===== src/rtl/puf_pkg.sv =====
// Shared constants and state encoding for the arbiter-PUF challenge sequencer.
package puf_pkg;

    // x^128 + x^126 + x^101 + x^99 + 1 (maximal length), taps at bits 127,125,100,98
    localparam logic [127:0] LFSR_TAPS_128    = 128'hA000_0014_0000_0000_0000_0000_0000_0000;
    localparam logic [127:0] DEFAULT_SEED_128 = '1;

    typedef enum logic [2:0] {
        IDLE,
        APPLY,
        LAUNCH,
        SETTLE_HI,
        SAMPLE,
        SETTLE_LO,
        DONE
    } puf_state_e;

endpackage


===== src/rtl/puf_lfsr.sv =====
// Fibonacci LFSR supplying PUF challenges; a zero seed is replaced by all-ones.
module puf_lfsr
    import puf_pkg::*;
#(
    parameter int                CHAL_W = 128,
    parameter logic [CHAL_W-1:0] TAPS   = LFSR_TAPS_128[CHAL_W-1:0]
) (
    input  logic              clk,
    input  logic              rst,
    input  logic              load,
    input  logic [CHAL_W-1:0] seed,
    input  logic              step,
    output logic [CHAL_W-1:0] state
);

    always_ff @(posedge clk or posedge rst) begin
        if (rst) begin
            state <= '1;
        end else if (load) begin
            state <= (seed == '0) ? '1 : seed;
        end else if (step) begin
            state <= {state[CHAL_W-2:0], ^(state & TAPS)};
        end
    end

endmodule


===== src/rtl/puf_challenge_sequencer.sv =====
// Drives challenges and the race edge into the arbiter PUF, samples the settled
// arbiter output and packs RESP_W response bits into a handshaked word.
module puf_challenge_sequencer
    import puf_pkg::*;
#(
    parameter int                CHAL_W     = 128,
    parameter int                RESP_W     = 32,
    parameter int                SETTLE_CYC = 8,
    parameter logic [CHAL_W-1:0] LFSR_TAPS  = LFSR_TAPS_128[CHAL_W-1:0]
) (
    input  logic              clk,
    input  logic              rst,
    input  logic              start,
    input  logic              seed_load,
    input  logic [CHAL_W-1:0] seed,
    output logic [CHAL_W-1:0] chal,
    output logic              launch,
    input  logic              puf_q,
    output logic [RESP_W-1:0] resp,
    output logic              resp_valid,
    input  logic              resp_ready,
    output logic              busy
);

    localparam int BCW = $clog2(RESP_W + 1);
    localparam int SCW = $clog2(SETTLE_CYC + 1);

    puf_state_e     state;
    logic [BCW-1:0] bit_cnt;
    logic [SCW-1:0] set_cnt;
    logic           q_meta, q_sync;
    logic           start_pend;
    logic           lfsr_load, lfsr_step;

    assign lfsr_load = (state == IDLE) && seed_load;
    assign lfsr_step = (state == SAMPLE);

    puf_lfsr #(
        .CHAL_W (CHAL_W),
        .TAPS   (LFSR_TAPS)
    ) u_lfsr (
        .clk   (clk),
        .rst   (rst),
        .load  (lfsr_load),
        .seed  (seed),
        .step  (lfsr_step),
        .state (chal)
    );

    always_ff @(posedge clk or posedge rst) begin
        if (rst) begin
            state      <= IDLE;
            launch     <= 1'b0;
            resp       <= '0;
            resp_valid <= 1'b0;
            busy       <= 1'b0;
            bit_cnt    <= '0;
            set_cnt    <= '0;
            q_meta     <= 1'b0;
            q_sync     <= 1'b0;
            start_pend <= 1'b0;
        end else begin
            q_meta <= puf_q;
            q_sync <= q_meta;
            case (state)
                IDLE: begin
                    // a start coinciding with a seed load waits one cycle for the new challenge
                    if (seed_load) begin
                        start_pend <= start;
                    end else if (start || start_pend) begin
                        start_pend <= 1'b0;
                        busy       <= 1'b1;
                        state      <= APPLY;
                    end
                end
                APPLY: begin
                    launch <= 1'b0;
                    state  <= LAUNCH;
                end
                LAUNCH: begin
                    launch  <= 1'b1;
                    set_cnt <= '0;
                    state   <= SETTLE_HI;
                end
                SETTLE_HI: begin
                    if (set_cnt == SCW'(SETTLE_CYC - 1)) begin
                        set_cnt <= '0;
                        state   <= SAMPLE;
                    end else begin
                        set_cnt <= set_cnt + SCW'(1);
                    end
                end
                SAMPLE: begin
                    for (int i = 0; i < RESP_W; i++) begin
                        if (bit_cnt == BCW'(i)) resp[i] <= q_sync;
                    end
                    bit_cnt <= bit_cnt + BCW'(1);
                    launch  <= 1'b0;
                    set_cnt <= '0;
                    state   <= SETTLE_LO;
                end
                SETTLE_LO: begin
                    if (set_cnt == SCW'(SETTLE_CYC - 1)) begin
                        set_cnt <= '0;
                        if (bit_cnt == BCW'(RESP_W)) begin
                            resp_valid <= 1'b1;
                            state      <= DONE;
                        end else begin
                            state <= APPLY;
                        end
                    end else begin
                        set_cnt <= set_cnt + SCW'(1);
                    end
                end
                DONE: begin
                    if (resp_ready) begin
                        resp_valid <= 1'b0;
                        bit_cnt    <= '0;
                        busy       <= 1'b0;
                        state      <= IDLE;
                    end
                end
                default: state <= IDLE;
            endcase
        end
    end

endmodule


===== config.mk =====
export PLATFORM = sky130hd
export DESIGN_NAME = puf_challenge_sequencer
export DESIGN_NICKNAME = d
export VERILOG_FILES = /design/src/rtl/puf_pkg.sv /design/src/rtl/puf_lfsr.sv /design/src/rtl/puf_challenge_sequencer.sv
export SDC_FILE = /design/constraint.sdc
export NUM_CORES = 1
export LEC_CHECK = 0
export CAP_MARGIN = 20
export CORE_MARGIN = 2
export CORE_UTILIZATION = 42
export CTS_CLUSTER_DIAMETER = 60
export CTS_CLUSTER_SIZE = 28
export DETAILED_ROUTE_END_ITERATION = 16
export PLACE_DENSITY = 0.77
export SLEW_MARGIN = 20
export SYNTH_ARGS = -nofsm -noshare
export SYNTH_HDL_FRONTEND = slang
export SYNTH_SLANG_ARGS = --single-unit

===== constraint.sdc =====
create_clock -name clk -period 4.67 [get_ports clk]
set_input_delay 0.467 -clock clk [delete_from_list [all_inputs] [get_ports clk]]
set_output_delay 0.467 -clock clk [all_outputs]
set_load 0.005 [all_outputs]

==> flow_summary.json, run 1 <==
{
  "run_status": "finished, final reports clean",
  "placedCellCount": 1482,
  "final_antenna_net_count": 0,
  "synthesized_area_fraction_occupied_by_adder_cells_pct": 0.698,
  "ios": 297,
  "rows": 53,
  "cts.root.buffer_cell": "clkbuf_16",
  "grt_pass1_vias": 8244,
  "synth_cells": 987,
  "timing.critical_path.from_type": "input port",
  "port_buffers": 296,
  "max_slew_margin_pct": 34.2,
  "ys_ff_latch": 179,
  "chipHeight_um": 150,
  "tritoncts_sinks": 179,
  "synth_seq_area_share_pct": 51.7,
  "detail_route.iter0.violations": 543,
  "groute.usage.overall_pct": 25.0,
  "worst_r2r_path_depth": 4,
  "layout_worst_path_cycle_share_pct": 65.0,
  "avgRoutedWirePerCell_um": 19.0,
  "compound_gate_portion_of_the_synthesized_area_pct": 14.6,
  "cells_along_the_critical_path": "clkdlybuf4s50_1 > nor4_1 > nand4_1 > nor4_1 > nand2_4 > buf_4 > a32oi_1",
  "layout.cells.non_filler": 1514,
  "fin_setup_tns_ps": 0,
  "max-vdd-ir-drop_mv": 0.324,
  "synth_edf_count": 0,
  "hold_path.class": "flip-flop to flip-flop",
  "clk_pin_slew_ps": 70,
  "critical_path.top_delay_family": "simple AND/OR/NAND/NOR gates",
  "worst-path-buf-inv": 2,
  "grt_first_pass_wirelength_um": 44200,
  "finalInstanceArea_um2": 12700,
  "finalNetCount": 1365,
  "ff2ff_setup_slack_ps": 1960,
  "critical_path_peak_fanout": 75,
  "antenna_found_initial": 0,
  "fmax_mhz": 329,
  "unique_cell_type_count_in_the_yosys_netlist": 44,
  "beginning_of_the_worst_register_to_register_path": "state[1]$_DFFE_PP0P_",
  "synthSimpleGateAreaFrac_pct": 23.9,
  "cts_buffer_depth": 2,
  "synth_top_family_by_area": "simple AND/OR/NAND/NOR gates",
  "route.final.wire_length_um": 28800,
  "holdCritStartpoint": "q_meta$_DFF_PP0_",
  "arrival_ps": 3370,
  "post-route-drc-count": 0,
  "pwr_density_cell_nw_per_um2": 557,
  "power.static_leakage_nw": 5.18,
  "detailed_place_hpwl_um": 19900,
  "htreeDepth": 4,
  "dp_worst_setup_slack_ps": 1260,
  "layout_commonest_cell": "nand2_1",
  "cp.depth": 7,
  "synth_top_cell_by_area": "dfstp_2",
  "chipWidth_um": 150,
  "syn-mean-instance-area_um2": 9.08,
  "tritoncts": "yes",
  "final_period_minus_worst_setup_slack_ps": 3040,
  "reg2reg_to": "u_lfsr.state[46]$_DFFE_PP1P_",
  "critPathMaxStageDelay_ps": 850,
  "slowest_cell_on_the_critical_path": "nor4_1",
  "asyncSetResetFlopFracSynth_pct": 100,
  "number_of_max_cap_violations": 0,
  "antennaDiodeCount": 0,
  "leading_register_cell_type_out_of_synthesis": "dfstp_2",
  "share_of_the_synthesized_netlist_area_taken_by_xor_and_xnor_gates_pct": 0.684,
  "initial_utilization_pct": 42.8,
  "routed-via-count": 8515,
  "worst_slack_ps": 1630,
  "core_region_area_um2": 21000,
  "rsz0062_at_grt": "no",
  "hold_violation_total_from_the_final_report": 0,
  "avgViaCountPerCell": 5.62,
  "criticalPathCategory": "input port to flip-flop",
  "worst_path_most_repeated_cell": "nor4_1",
  "worst_ep_required_time_ps": 5010,
  "grt_start_max_net_pins": 180,
  "cts.repair.resized": 0,
  "final-max-slew-violation-count": 0,
  "finClkSkew_ps": 14.7,
  "area_growth_pct": 41.1,
  "yosysWarnings": 0,
  "layout.cells.most_common_list": "298 x nand2_1, 296 x clkdlybuf4s50_1, 137 x nor2_1",
  "crit_path_end_kind": "flip-flop",
  "worst_slew_pin_slew_ps": 986,
  "hold_worst_path_end": "q_sync$_DFF_PP0_",
  "post_synth_mux_area_share_pct": 4.35,
  "drt_first_pass_iters": 5,
  "cts_hold_buffers_added": 0,
  "clkLatencyLatePin_ps": 440,
  "ratio_of_cells_with_drive_above_1_in_the_final_layout_pct": 16.8,
  "postCtsSetupBuffers": 0,
  "hold_critical_path_depth": 0,
  "cts_inserted_buffers": 17,
  "netlist_area_um2": 8970,
  "mapped_nets": 1126,
  "gpl.final_weighted_congestion": 0.869,
  "finalSetupViolations": 0,
  "post-synth-top-area-fraction_pct": 37.5,
  "place_area_um2": 12100,
  "fp.dieArea_um2": 22500,
  "synth_area_leaders": "dfstp_2 38%, dfrtp_1 14%, nand2_1 13%, a32oi_1 12%, nor2_1 5.7%",
  "gr-total-overflow": 0
}
## worst max-delay path by stage
stage                         from                      endpoint  slack, ps
after floorplan                rst        bit_cnt[0]$_DFFE_PP0P_       2010
after global placement    seed[67]  u_lfsr.state[73]$_DFFE_PP1P_       1280
after detailed placement  seed[66]  u_lfsr.state[78]$_DFFE_PP1P_       1260
after CTS                 seed[66]  u_lfsr.state[75]$_DFFE_PP1P_       1690
after global routing      seed[66]  u_lfsr.state[16]$_DFFE_PP1P_       1620
final                     seed[66]  u_lfsr.state[75]$_DFFE_PP1P_       1630
## stage by stage
| step | total power [mW] | utilization (%) | hold WS, ps |
|---|---|---|---|
| after detailed placement | 5.62 | 57.5 | 339 |
| after global routing | 7.47 | 60.4 | 373 |
| after CTS | 7.10 | 60.4 | 355 |
| after global placement | 5.54 | 57.5 | 334 |
| final | 7.05 | 60.4 | 352 |
| after floorplan | 3.99 | - | 331 |
## registers in the layout (all words and copies together) (netlist names)
signal and count:
u_lfsr.state 128, resp 32, bit_cnt 6, set_cnt 4, state 3, busy 1
launch 1, q_meta 1, q_sync 1, resp_valid 1, start_pend 1
## area by class of cell
type	instances	area (um2)
Multi-Input combinational cell	715	3980
Tap cell	275	344
Timing Repair Buffer	305	3060
Clock inverter	11	116
Sequential cell	179	4640
Clock buffer	21	482
Inverter	8	33.8
Fill cell	1818	8300
## cells by family (layout without fill, tap and decap cells)
| kind of cell | after synthesis | count (layout) |
|---|---|---|
| adders and majority gates | 5 | 5 |
| and+or+nand+nor | 512 | 512 |
| DFF | 179 | 179 |
| buffers and inverters | 93 | 345 |
| AOI/OAI and AO/OA | 159 | 159 |
| xor gates and xnor gates | 7 | 7 |
| muxes | 32 | 32 |
## report_power, final
| group | internal, mW | total [mW] | switching [mW] | leakage [nW] |
|---|---|---|---|---|
| Sequential | 2.56 | 3.14 | 0.583 | 2.03 |
| Combinational | 1.53 | 2.46 | 0.930 | 2.87 |
| Clock | 0.808 | 1.45 | 0.645 | 0.289 |
| Total | 4.89 | 7.05 | 2.16 | 5.18 |
## routing by layer
layer | GRT usage (%) | vias up | wire, um
met5 | 0 | - | 0
met4 | 7.22 | 0 | 537
met3 | 6.88 | 37 | 2580
met2 | 40.9 | 372 | 14000
met1 | 32.7 | 4133 | 11700
li1 | - | 3973 | -
## synthesized netlist by cell type, types with 8 or more instances
cell / instances
dfstp_2: 128
inv_1: 8
nand4_1: 9
clkbuf_1: 68
a32oi_1: 127
nor2_1: 137
buf_2: 11
mux2_4: 8
o21ai_0: 12
dfrtp_1: 51
nor4_1: 35
a21oi_1: 9
mux2_2: 19
nand2_1: 300
Note: power is estimated with default switching activity, not from simulation.
==> inputs of run 2 (changes only) <==
Settings changed: CORE_UTILIZATION 42 to 47, PLACE_DENSITY 0.77 to 0.82.
Clock period 4.67 ns to 2.85 ns, I/O delays scaled along.
==> flow_summary.json, run 2 (synthesized netlist as in run 1, its figures left out) <==
{
  "gpl.final_weighted_congestion": 0.891,
  "postCtsSetupBuffers": 0,
  "max_slew_margin_pct": 41.5,
  "detailed_place_hpwl_um": 20100,
  "area_growth_pct": 43.1,
  "ff2ff_setup_slack_ps": 690,
  "avgRoutedWirePerCell_um": 19.5,
  "share_clk_of_total_power_pct": 20.7,
  "comb_power_share_pct": 34.9,
  "final_period_minus_worst_setup_slack_ps": 2710,
  "finalNetCount": 1382,
  "gr-total-overflow": 0,
  "holdWs_ps": 291,
  "htreeDepth": 4,
  "route.final.wire_length_um": 29000,
  "pwr_density_cell_nw_per_um2": 905,
  "cts.root.buffer_cell": "clkbuf_16",
  "worst_ep_required_time_ps": 3190,
  "groute.usage.overall_pct": 28.4,
  "chipHeight_um": 142,
  "largest_register_ffs": 128,
  "crit_path_end_kind": "flip-flop",
  "routed-via-count": 8729,
  "port_buffers": 296,
  "power_switching_share_pct": 30.8,
  "layout_commonest_cell": "nand2_1",
  "tritoncts": "yes",
  "grt_start_max_net_pins": 132,
  "grt_pass1_vias": 8324,
  "cts_buffer_depth": 2,
  "seq_power_share_pct": 44.3,
  "layout_worst_path_cycle_share_pct": 95.1,
  "final-max-slew-violation-count": 0,
  "criticalPathCategory": "input port to flip-flop",
  "antennaDiodeCount": 0,
  "clkLatencyLatePin_ps": 430,
  "ios": 297,
  "hold_path.class": "input port to flip-flop",
  "chipWidth_um": 142,
  "avgViaCountPerCell": 5.86,
  "initial_utilization_pct": 47.9,
  "ratio_of_cells_with_drive_above_1_in_the_final_layout_pct": 17.9,
  "finalSetupViolations": 0,
  "fp.dieArea_um2": 20200,
  "finClkSkew_ps": 9.81,
  "p_int_mw": 8.03,
  "post-route-util_pct": 68.6,
  "tritoncts_sinks": 179,
  "core_region_area_um2": 18700,
  "critical_path_peak_fanout": 75,
  "fin_setup_tns_ps": 0,
  "drt_first_pass_iters": 7,
  "cts_inserted_buffers": 17,
  "registers.top_by_ff_count": "u_lfsr.state",
  "final_antenna_net_count": 0,
  "largest_registers": "u_lfsr.state: 128 flops, resp: 32 flops, bit_cnt: 6 flops",
  "post-route-drc-count": 0,
  "detail_route.iter0.violations": 551,
  "fmax_mhz": 369,
  "cts.repair.resized": 0,
  "antenna_found_initial": 0,
  "switchingPower_mw": 3.58,
  "rsz0062_at_grt": "no",
  "arrival_ps": 3050,
  "rows": 50,
  "hold_violation_total_from_the_final_report": 0,
  "clk_pin_slew_ps": 70,
  "power.static_leakage_nw": 5.31,
  "grt_first_pass_wirelength_um": 45100,
  "worst_slew_pin_slew_ps": 877,
  "layout.cells.most_common_list": "298 x nand2_1, 296 x clkdlybuf4s50_1, 137 x nor2_1",
  "cts_hold_buffers_added": 0,
  "number_of_max_cap_violations": 0,
  "max-vdd-ir-drop_mv": 0.506,
  "timing.critical_path.from_type": "input port",
  "run_status": "finished, final reports clean"
}
## run 2: changes by cell type in the layout (fill, tap and decap cells not counted), sizes merged
cell,change
clkbuf,-4
inv,+4
clkinv,-1
bufinv,+1
buf,+17
## run 2: path summary, 6_finish.rpt
path / depth (start not counted) / startpoint / endpoint
setup / recovery: 9 / seed[20] / u_lfsr.state[98]$_DFFE_PP1P_
hold / removal: 1 / puf_q / q_meta$_DFF_PP0_
setup reg to reg: 5 / state[2]$_DFFE_PP0P_ / resp[5]$_DFFE_PP0P_
hold reg to reg: 0 / q_meta$_DFF_PP0_ / q_sync$_DFF_PP0_
max in group asynchronous: 3 / rst / u_lfsr.state[88]$_DFFE_PP1P_
min in group asynchronous: 2 / rst / set_cnt[3]$_DFFE_PP0P_
## run 2: area by class of cell
type / instances / area (um2)
Inverter: 8 / 33.8
Tap cell: 234 / 293
Timing Repair Buffer: 322 / 3280
Multi-Input combinational cell: 715 / 3980
Fill cell: 1477 / 5880
Clock inverter: 15 / 168
Clock buffer: 17 / 425
Sequential cell: 179 / 4640
## run 2: critical path, cell delays in order
cell and delay, ps:
clkdlybuf4s50_1 430, nor4_1 550, buf_4 200, nand4_1 130, nor4_1 630, buf_4 240
nand2_4 70, buf_12 180, a32oi_1 240
## run 2: stage by stage
step	power, mW	area, um2	setup slack [ps]	instances
floorplan	6.54	8970	375	987
global placement	9.06	12200	-156	1458
detailed placement	9.22	12200	-196	1458
CTS	11.7	12800	251	1490
global route	12.2	12800	211	1490
finish	11.6	12800	141	1490
## run 2: power by group through the flow
stage          Clock (mW)  Sequential, mW  Combinational [mW]
2_1_floorplan           0            4.97                1.57
3_3_place_gp            0            5.11                3.95
3_5_place_dp            0            5.15                4.07
4_1_cts              2.44            5.14                4.09
5_1_grt              2.55            5.29                4.41
6_report             2.41            5.15                4.05
## run 2: layer usage
layer	vias to the layer above	track usage [%]	routed length, um
li1	4001	-	-
met1	4279	36.3	11700
met2	396	45.9	13800
met3	53	7.74	2530
met4	0	11.2	952
met5	-	0	0
